`src/rtl/nv_nvdla_csb_master_falcon2csb_fifo_wr_ctrl_pkg.sv`:
```
// Shared constants and pointer-code helpers for the falcon2csb async FIFO controllers.
package nv_nvdla_csb_master_falcon2csb_fifo_wr_ctrl_pkg;

  localparam int FALCON2CSB_FIFO_ADDR_W = 2;
  localparam int FALCON2CSB_FIFO_DATA_W = 50;

  // Helpers work on a wide container; callers zero-extend in and truncate out.
  localparam int PTR_MAX_W = 16;
  typedef logic [PTR_MAX_W-1:0] ptr_t;

  function automatic ptr_t bin2gray(input ptr_t b);
    return b ^ (b >> 1);
  endfunction

  function automatic ptr_t gray2bin(input ptr_t g);
    ptr_t b;
    b[PTR_MAX_W-1] = g[PTR_MAX_W-1];
    for (int i = PTR_MAX_W - 2; i >= 0; i--) begin
      b[i] = b[i+1] ^ g[i];
    end
    return b;
  endfunction

endpackage

```
`src/rtl/nv_nvdla_csb_master_falcon2csb_fifo_ptr_sync.sv`:
```
// Multi-flop synchronizer for a Gray-coded pointer crossing into this clock domain.
module nv_nvdla_csb_master_falcon2csb_fifo_ptr_sync #(
  parameter int WIDTH    = 3,
  parameter int SYNC_STG = 2
) (
  input  logic             clk,
  input  logic             reset_,
  input  logic [WIDTH-1:0] i_d,
  output logic [WIDTH-1:0] o_q
);

  logic [SYNC_STG-1:0][WIDTH-1:0] r_stg;

  always_ff @(posedge clk or negedge reset_) begin
    if (!reset_) begin
      r_stg <= '0;
    end else begin
      r_stg <= {r_stg[SYNC_STG-2:0], i_d};
    end
  end

  assign o_q = r_stg[SYNC_STG-1];

endmodule

```
`src/rtl/nv_nvdla_csb_master_falcon2csb_fifo_wr_ctrl.sv`:
```
// Write-side controller of the falcon2csb async FIFO: RAM write port, write pointers,
// read-pointer synchronization, full/busy and occupancy. ADDR_W must be at least 2.
module nv_nvdla_csb_master_falcon2csb_fifo_wr_ctrl
  import nv_nvdla_csb_master_falcon2csb_fifo_wr_ctrl_pkg::*;
#(
  parameter int ADDR_W   = FALCON2CSB_FIFO_ADDR_W,
  parameter int DATA_W   = FALCON2CSB_FIFO_DATA_W,
  parameter int SYNC_STG = 2
) (
  input  logic              clk,
  input  logic              reset_,
  input  logic              wr_req,
  input  logic [DATA_W-1:0] wr_pd,
  output logic              wr_busy,
  input  logic [ADDR_W:0]   rd_gray_async,
  output logic [ADDR_W:0]   wr_gray,
  output logic              ram_we,
  output logic [ADDR_W-1:0] ram_wa,
  output logic [DATA_W-1:0] ram_wd,
  output logic [ADDR_W:0]   wr_count
);

  localparam int PTR_W = ADDR_W + 1;

  logic [PTR_W-1:0] r_wr_bin;
  logic [PTR_W-1:0] r_wr_gray;
  logic [PTR_W-1:0] w_next_bin;
  logic [PTR_W-1:0] w_next_gray;
  logic [PTR_W-1:0] w_rd_gray_s;
  logic [PTR_W-1:0] w_rd_bin_s;
  logic [PTR_W-1:0] w_full_tgt;
  logic             w_full;
  logic             w_accept;

  nv_nvdla_csb_master_falcon2csb_fifo_ptr_sync #(
    .WIDTH    (PTR_W),
    .SYNC_STG (SYNC_STG)
  ) u_rd_ptr_sync (
    .clk    (clk),
    .reset_ (reset_),
    .i_d    (rd_gray_async),
    .o_q    (w_rd_gray_s)
  );

  assign w_rd_bin_s  = PTR_W'(gray2bin(ptr_t'(w_rd_gray_s)));
  assign w_next_bin  = r_wr_bin + PTR_W'(1);
  assign w_next_gray = PTR_W'(bin2gray(ptr_t'(w_next_bin)));

  // Full when the write pointer is exactly one lap ahead of the synchronized read pointer.
  assign w_full_tgt = {~w_rd_gray_s[ADDR_W:ADDR_W-1], w_rd_gray_s[ADDR_W-2:0]};
  assign w_full     = (r_wr_gray == w_full_tgt);

  // Gating with reset_ keeps the RAM from being written while the FIFO is held in reset.
  assign w_accept = wr_req & ~w_full & reset_;

  always_ff @(posedge clk or negedge reset_) begin
    if (!reset_) begin
      r_wr_bin  <= '0;
      r_wr_gray <= '0;
    end else if (w_accept) begin
      r_wr_bin  <= w_next_bin;
      r_wr_gray <= w_next_gray;
    end
  end

  assign wr_busy  = w_full;
  assign wr_gray  = r_wr_gray;
  assign ram_we   = w_accept;
  assign ram_wa   = r_wr_bin[ADDR_W-1:0];
  assign ram_wd   = wr_pd;
  assign wr_count = r_wr_bin - w_rd_bin_s;

endmodule

```
`config.mk`:
```
export PLATFORM = sky130hd
export DESIGN_NAME = nv_nvdla_csb_master_falcon2csb_fifo_wr_ctrl
export DESIGN_NICKNAME = d
export VERILOG_FILES = /design/src/rtl/nv_nvdla_csb_master_falcon2csb_fifo_wr_ctrl_pkg.sv /design/src/rtl/nv_nvdla_csb_master_falcon2csb_fifo_ptr_sync.sv /design/src/rtl/nv_nvdla_csb_master_falcon2csb_fifo_wr_ctrl.sv
export SDC_FILE = /design/constraint.sdc
export NUM_CORES = 1
export LEC_CHECK = 0
export ABC_AREA = 1
export BUFFER_PORTS_ARGS = -buffer_cell sky130_fd_sc_hd__buf_2
export CAP_MARGIN = 5
export CORE_ASPECT_RATIO = 0.75
export CORE_MARGIN = 8
export CORE_UTILIZATION = 32
export CTS_CLUSTER_DIAMETER = 30
export DETAILED_ROUTE_END_ITERATION = 12
export PLACE_DENSITY_LB_ADDON = 0.15
export SLEW_MARGIN = 0
export SYNTH_ARGS = -nofsm -noshare
export SYNTH_HDL_FRONTEND = slang
export SYNTH_SLANG_ARGS = --single-unit
```
`constraint.sdc`:
```
create_clock -name clk -period 2.3 [get_ports clk]
set_clock_uncertainty 0.05 [all_clocks]
set_input_delay 0.23 -clock clk [delete_from_list [all_inputs] [get_ports clk]]
set_output_delay 0.23 -clock clk [all_outputs]
set_load 0.1 [all_outputs]
```
After elaboration in Yosys (flattened, before gate mapping)
Index checks and enable logic that the tools add are counted.
Cells by class
  add/subtract/negate cells: 2
  eq/ne operators: 1
  bitwise operators: 7
Operators with widths (number)
  adder 3 x 1 -> 3 bit (second input constant): 1
  == test 3 bit: 1
  subtractor 3 bit: 1
  XOR 3 x 2 -> 3 bit: 1
  bitwise AND 1 bit: 2
  NOT 2 bit: 1
  XOR 1 bit: 2
  NOT 1 bit: 1
Storage, ports and cells
  flip-flop bits (word level): 12
  logic and storage cells: 14

Longest topological paths before layout
  depth in word-level cells: 5
  gate-level depth with buffers: 8
  mapped depth without buffers: 8

Cells and area by module
From an unflattened synthesis, not the netlist that was laid out.
Second synthesis, totals
  cells, all modules: 121
  area, all modules: 973.4 um^2
By module, submodules not included
  nv_nvdla_csb_master_falcon2csb_fifo_wr_ctrl: cells an instance 112, times used 1, area an instance 800.8 um^2
  nv_nvdla_csb_master_falcon2csb_fifo_ptr_sync: cells an instance 9, times used 1, area an instance 172.7 um^2

Worst setup path after synthesis
Ideal clock, no wire load.
  path kind: register -> output
  from: register r_wr_bin[0]
  to: output port wr_count[2]
  arrival time: 3097 ps
  setup slack: -1077 ps
  cell stages (with the launch flop): 6
  path buffers: 0
  data required time: 2020 ps
  cells stage by stage: dfrtp_1 inv_1 ha_1 inv_1 fa_1 xnor2_1
Between the ends
  word-level cells in the longest chain between the ends: 1
RTL lines
  from (decl): line nv_nvdla_csb_master_falcon2csb_fifo_wr_ctrl.sv:25  | logic [PTR_W-1:0] r_wr_bin;
  from (signal assigned): line nv_nvdla_csb_master_falcon2csb_fifo_wr_ctrl.sv:61  | r_wr_bin <= w_next_bin;
  subtractor 3 bit: line nv_nvdla_csb_master_falcon2csb_fifo_wr_ctrl.sv:71  | assign wr_count = r_wr_bin - w_rd_bin_s;
  to (decl): line nv_nvdla_csb_master_falcon2csb_fifo_wr_ctrl.sv:20  | output logic [ADDR_W:0] wr_count
No other way between the ends.

Final worst setup path
  from: register u_rd_ptr_sync.r_stg, in the netlist u_rd_ptr_sync.o_q[2]
  to: output port wr_count[2]
Between the ends
  word-level cells in the longest chain between the ends: 3
RTL lines
  from (decl): line nv_nvdla_csb_master_falcon2csb_fifo_ptr_sync.sv:12  | logic [SYNC_STG-1:0][WIDTH-1:0] r_stg;
  from (signal assigned): line nv_nvdla_csb_master_falcon2csb_fifo_ptr_sync.sv:18  | r_stg <= {r_stg[SYNC_STG-2:0], i_d};
  XOR 1 bit (2 in a row): line nv_nvdla_csb_master_falcon2csb_fifo_wr_ctrl_pkg.sv:19  | b[i] = b[i+1] ^ g[i];
  subtractor 3 bit *: line nv_nvdla_csb_master_falcon2csb_fifo_wr_ctrl.sv:71
Every way passes the cells marked *; elsewhere a longest branch is shown, timed or not.

==> reports/metrics.csv <==
stage,metric,value,unit
detailed_routing,drt initial violations,11,
timing,Final period util,0.962,
placement,routability congestion estimate,0.677,
synthesis,Avg Synthesized Cell Area,8.39,µm²
floorplan,row count,17,
timing,Slew headroom,0.677,
pwr,Power Dens Cells,2120,nW/µm²
critical_path,Critical Path AT,1.93,ns
clocking,clock tree buffer depth,2,
floorplan,Die H,62.9,µm
synthesis,syn nets,171,
clocking,CTS tree,yes,
layout,share of cells above drive strength 1,0.345,
timing,Final Max Slew Viols,0,
pwr,Leak Pwr,0.451,nW
placement,Place WS,0.318,ns
layout,diode count,0,
floorplan,die width,78.6,µm
global_route,largest net degree at the start of global routing,13,
clocking,H-tree depth,1,
placement,cell area after placement,762,µm²
timing,actual slew at the worst max-slew pin,0.489,ns
detailed_routing,drt pass-1 iters,2,
timing,setup TNS,0,ns
detailed_routing,via/cell ratio,4.07,
global_route,initial antenna violation count,0,
layout,"commonest non-fill, non-tap cells in the layout","nand2_1, inv_1, buf_2, dfrtp_1, nand3_1",
critical_path,WS Path Type,reg -> out,
global_route,first-pass GRT wire length,2420,µm
placement,IO Port Bufs,15,
timing,final setup fails,0,
synthesis,mapped cell area,940,µm²
clocking,Root Driver,clkbuf_8,
timing,setup ws final,0.0873,ns
timing,Fin. Hold Viols,0,
critical_path,maximum fanout along the worst path,3,
pwr,peak supply drop,0.399,mV
clocking,TritonCTS buffer count,3,
synthesis,"FF+latch count, synth",11,
job,max-cap viol count,0,
timing,RSZ-0062 raised after global routing,yes,
timing,max frequency,452,MHz
worst_hold_path,Hold Path Class,in -> reg,
floorplan,Ports,116,
detailed_routing,Final ANT Viol Nets,0,
critical_path,data required time of the worst path,2.02,ns
critical_path,FF-to-FF setup slack,1.06,ns
global_route,vias in the first global route,530,
timing,crit path time final,2.21,ns
layout,# nets final,144,
layout,layout overhead on the synthesized area,-11.5,%
detailed_routing,total wire length,1380,µm
critical_path,Crit. End Element,primary output,
synthesis,sequential area share after synthesis,0.293,
floorplan,Core Area,2870,µm²
layout,fin util,0.290,
detailed_routing,DR DRC count,0,
status,status,finished clean,
detailed_routing,vias post-DR,496,
critical_path,crit path launch type,flip-flop,
floorplan,Initial Utilization,0.327,
floorplan,die area,4940,µm²
detailed_routing,Routed wire per std cell,11.3,µm
placement,Detail Placement HPWL,1150,µm
clocking,Clock Sinks,11,
synthesis,Synth cell types,14,
clocking,clock-pin transition on the worst setup and hold timing paths,0.05,ns
layout,"most common cell after layout, fill and taps aside",nand2_1,
synthesis,synth warn,0,
global_route,total gr overflow,0,
global_route,Global Route Usage Sum,0.0619,
clocking,clock latency on the worst-skew pair,0.24,ns
layout,Filler cells,326,
timing,WHS,0.0492,ns
synthesis,Syn Inst Count,112,
layout,fin area,832,µm²
## synth_stat cells
library cell | n | area, µm²
fa_1 | 1 | 20.0
nand2_4 | 1 | 11.3
xnor2_1 | 3 | 26.3
xnor2_2 | 1 | 16.3
ha_1 | 2 | 25.0
dfrtp_1 | 11 | 275
xor2_1 | 1 | 8.76
inv_2 | 1 | 3.75
nand3_1 | 6 | 30.0
nand2_1 | 21 | 78.8
buf_4 | 50 | 375
nand2_2 | 1 | 6.26
nand3_4 | 1 | 17.5
inv_1 | 12 | 45.0
## metrics by stage
step                      total power [mW]  instances
after CTS                             1.78        121
after floorplan                       1.69        112
after global routing                  1.87        122
after global placement                1.58        116
after detailed placement              1.59        116
final                                 1.76        122
## cell families after synthesis
| family | synth area share |
|---|---|
| flip-flops | 0.293 |
| AND/OR/NAND/NOR | 0.153 |
| adder cells (fa/ha/maj) | 0.0479 |
| buffers and inverters | 0.451 |
| XOR/XNOR | 0.0546 |
## worst max-delay path, cell delays in order (launching register included)
cell     delay, ns
dfrtp_1       0.41
xnor2_2       0.16
xor2_1        0.16
inv_1         0.06
ha_1          0.13
inv_1         0.05
fa_2          0.37
xnor2_4       0.17
buf_12        0.19
## per-layer routing
layer  global-route usage  share of wire  vias to the layer above
met2               0.0722           0.37                       31
met5                    0              0                        -
met1               0.0688           0.44                      222
li1                     -              -                      230
met3               0.0474           0.14                       13
met4               0.0553          0.051                        0
## timing repair
action	in CTS	in global routing
endpoints found under the hold margin	11	0
gates resized for setup	0	1
hold buffers	1	0
setup endpoints to repair	0	2
setup buffers	0	1
## final timing paths
check / startpoint / cells past startpoint / end
min in group asynchronous: reset_ / 2 / u_rd_ptr_sync.r_stg[1]
min: rd_gray_async[1] / 1 / u_rd_ptr_sync.r_stg[1]
max in group asynchronous: reset_ / 2 / r_wr_bin[0]
min reg2reg: u_rd_ptr_sync.r_stg[2] / 0 / u_rd_ptr_sync.o_q[2]
max reg2reg: r_wr_bin[1] / 6 / wr_gray[1]
max: u_rd_ptr_sync.o_q[2] / 8 / wr_count[2]
## cell type report
type                    instances  area [µm²]  share of cell area
repair buffers                 18         145               0.174
well taps                      38        47.5              0.0571
inverters                      13        48.8              0.0586
flip-flops and latches         11         277               0.332
multi-input cells              38         269               0.323
clock buffers                   4        45.0              0.0541
## flip-flops by register name, indices dropped and copies added, names as in the netlist
name / flops
r_wr_bin: 2
wr_gray: 3
u_rd_ptr_sync.r_stg: 3
u_rd_ptr_sync.o_q: 3
## power breakdown
group | switching [mW] | leakage, nW | internal (mW) | total, mW
clock | 0.0703 | 0.0228 | 0.122 | 0.192
sequential | 0.0606 | 0.131 | 0.243 | 0.303
combinational | 0.906 | 0.297 | 0.361 | 1.27
total | 1.04 | 0.451 | 0.726 | 1.76
Note: power is estimated with default switching activity, not from simulation.
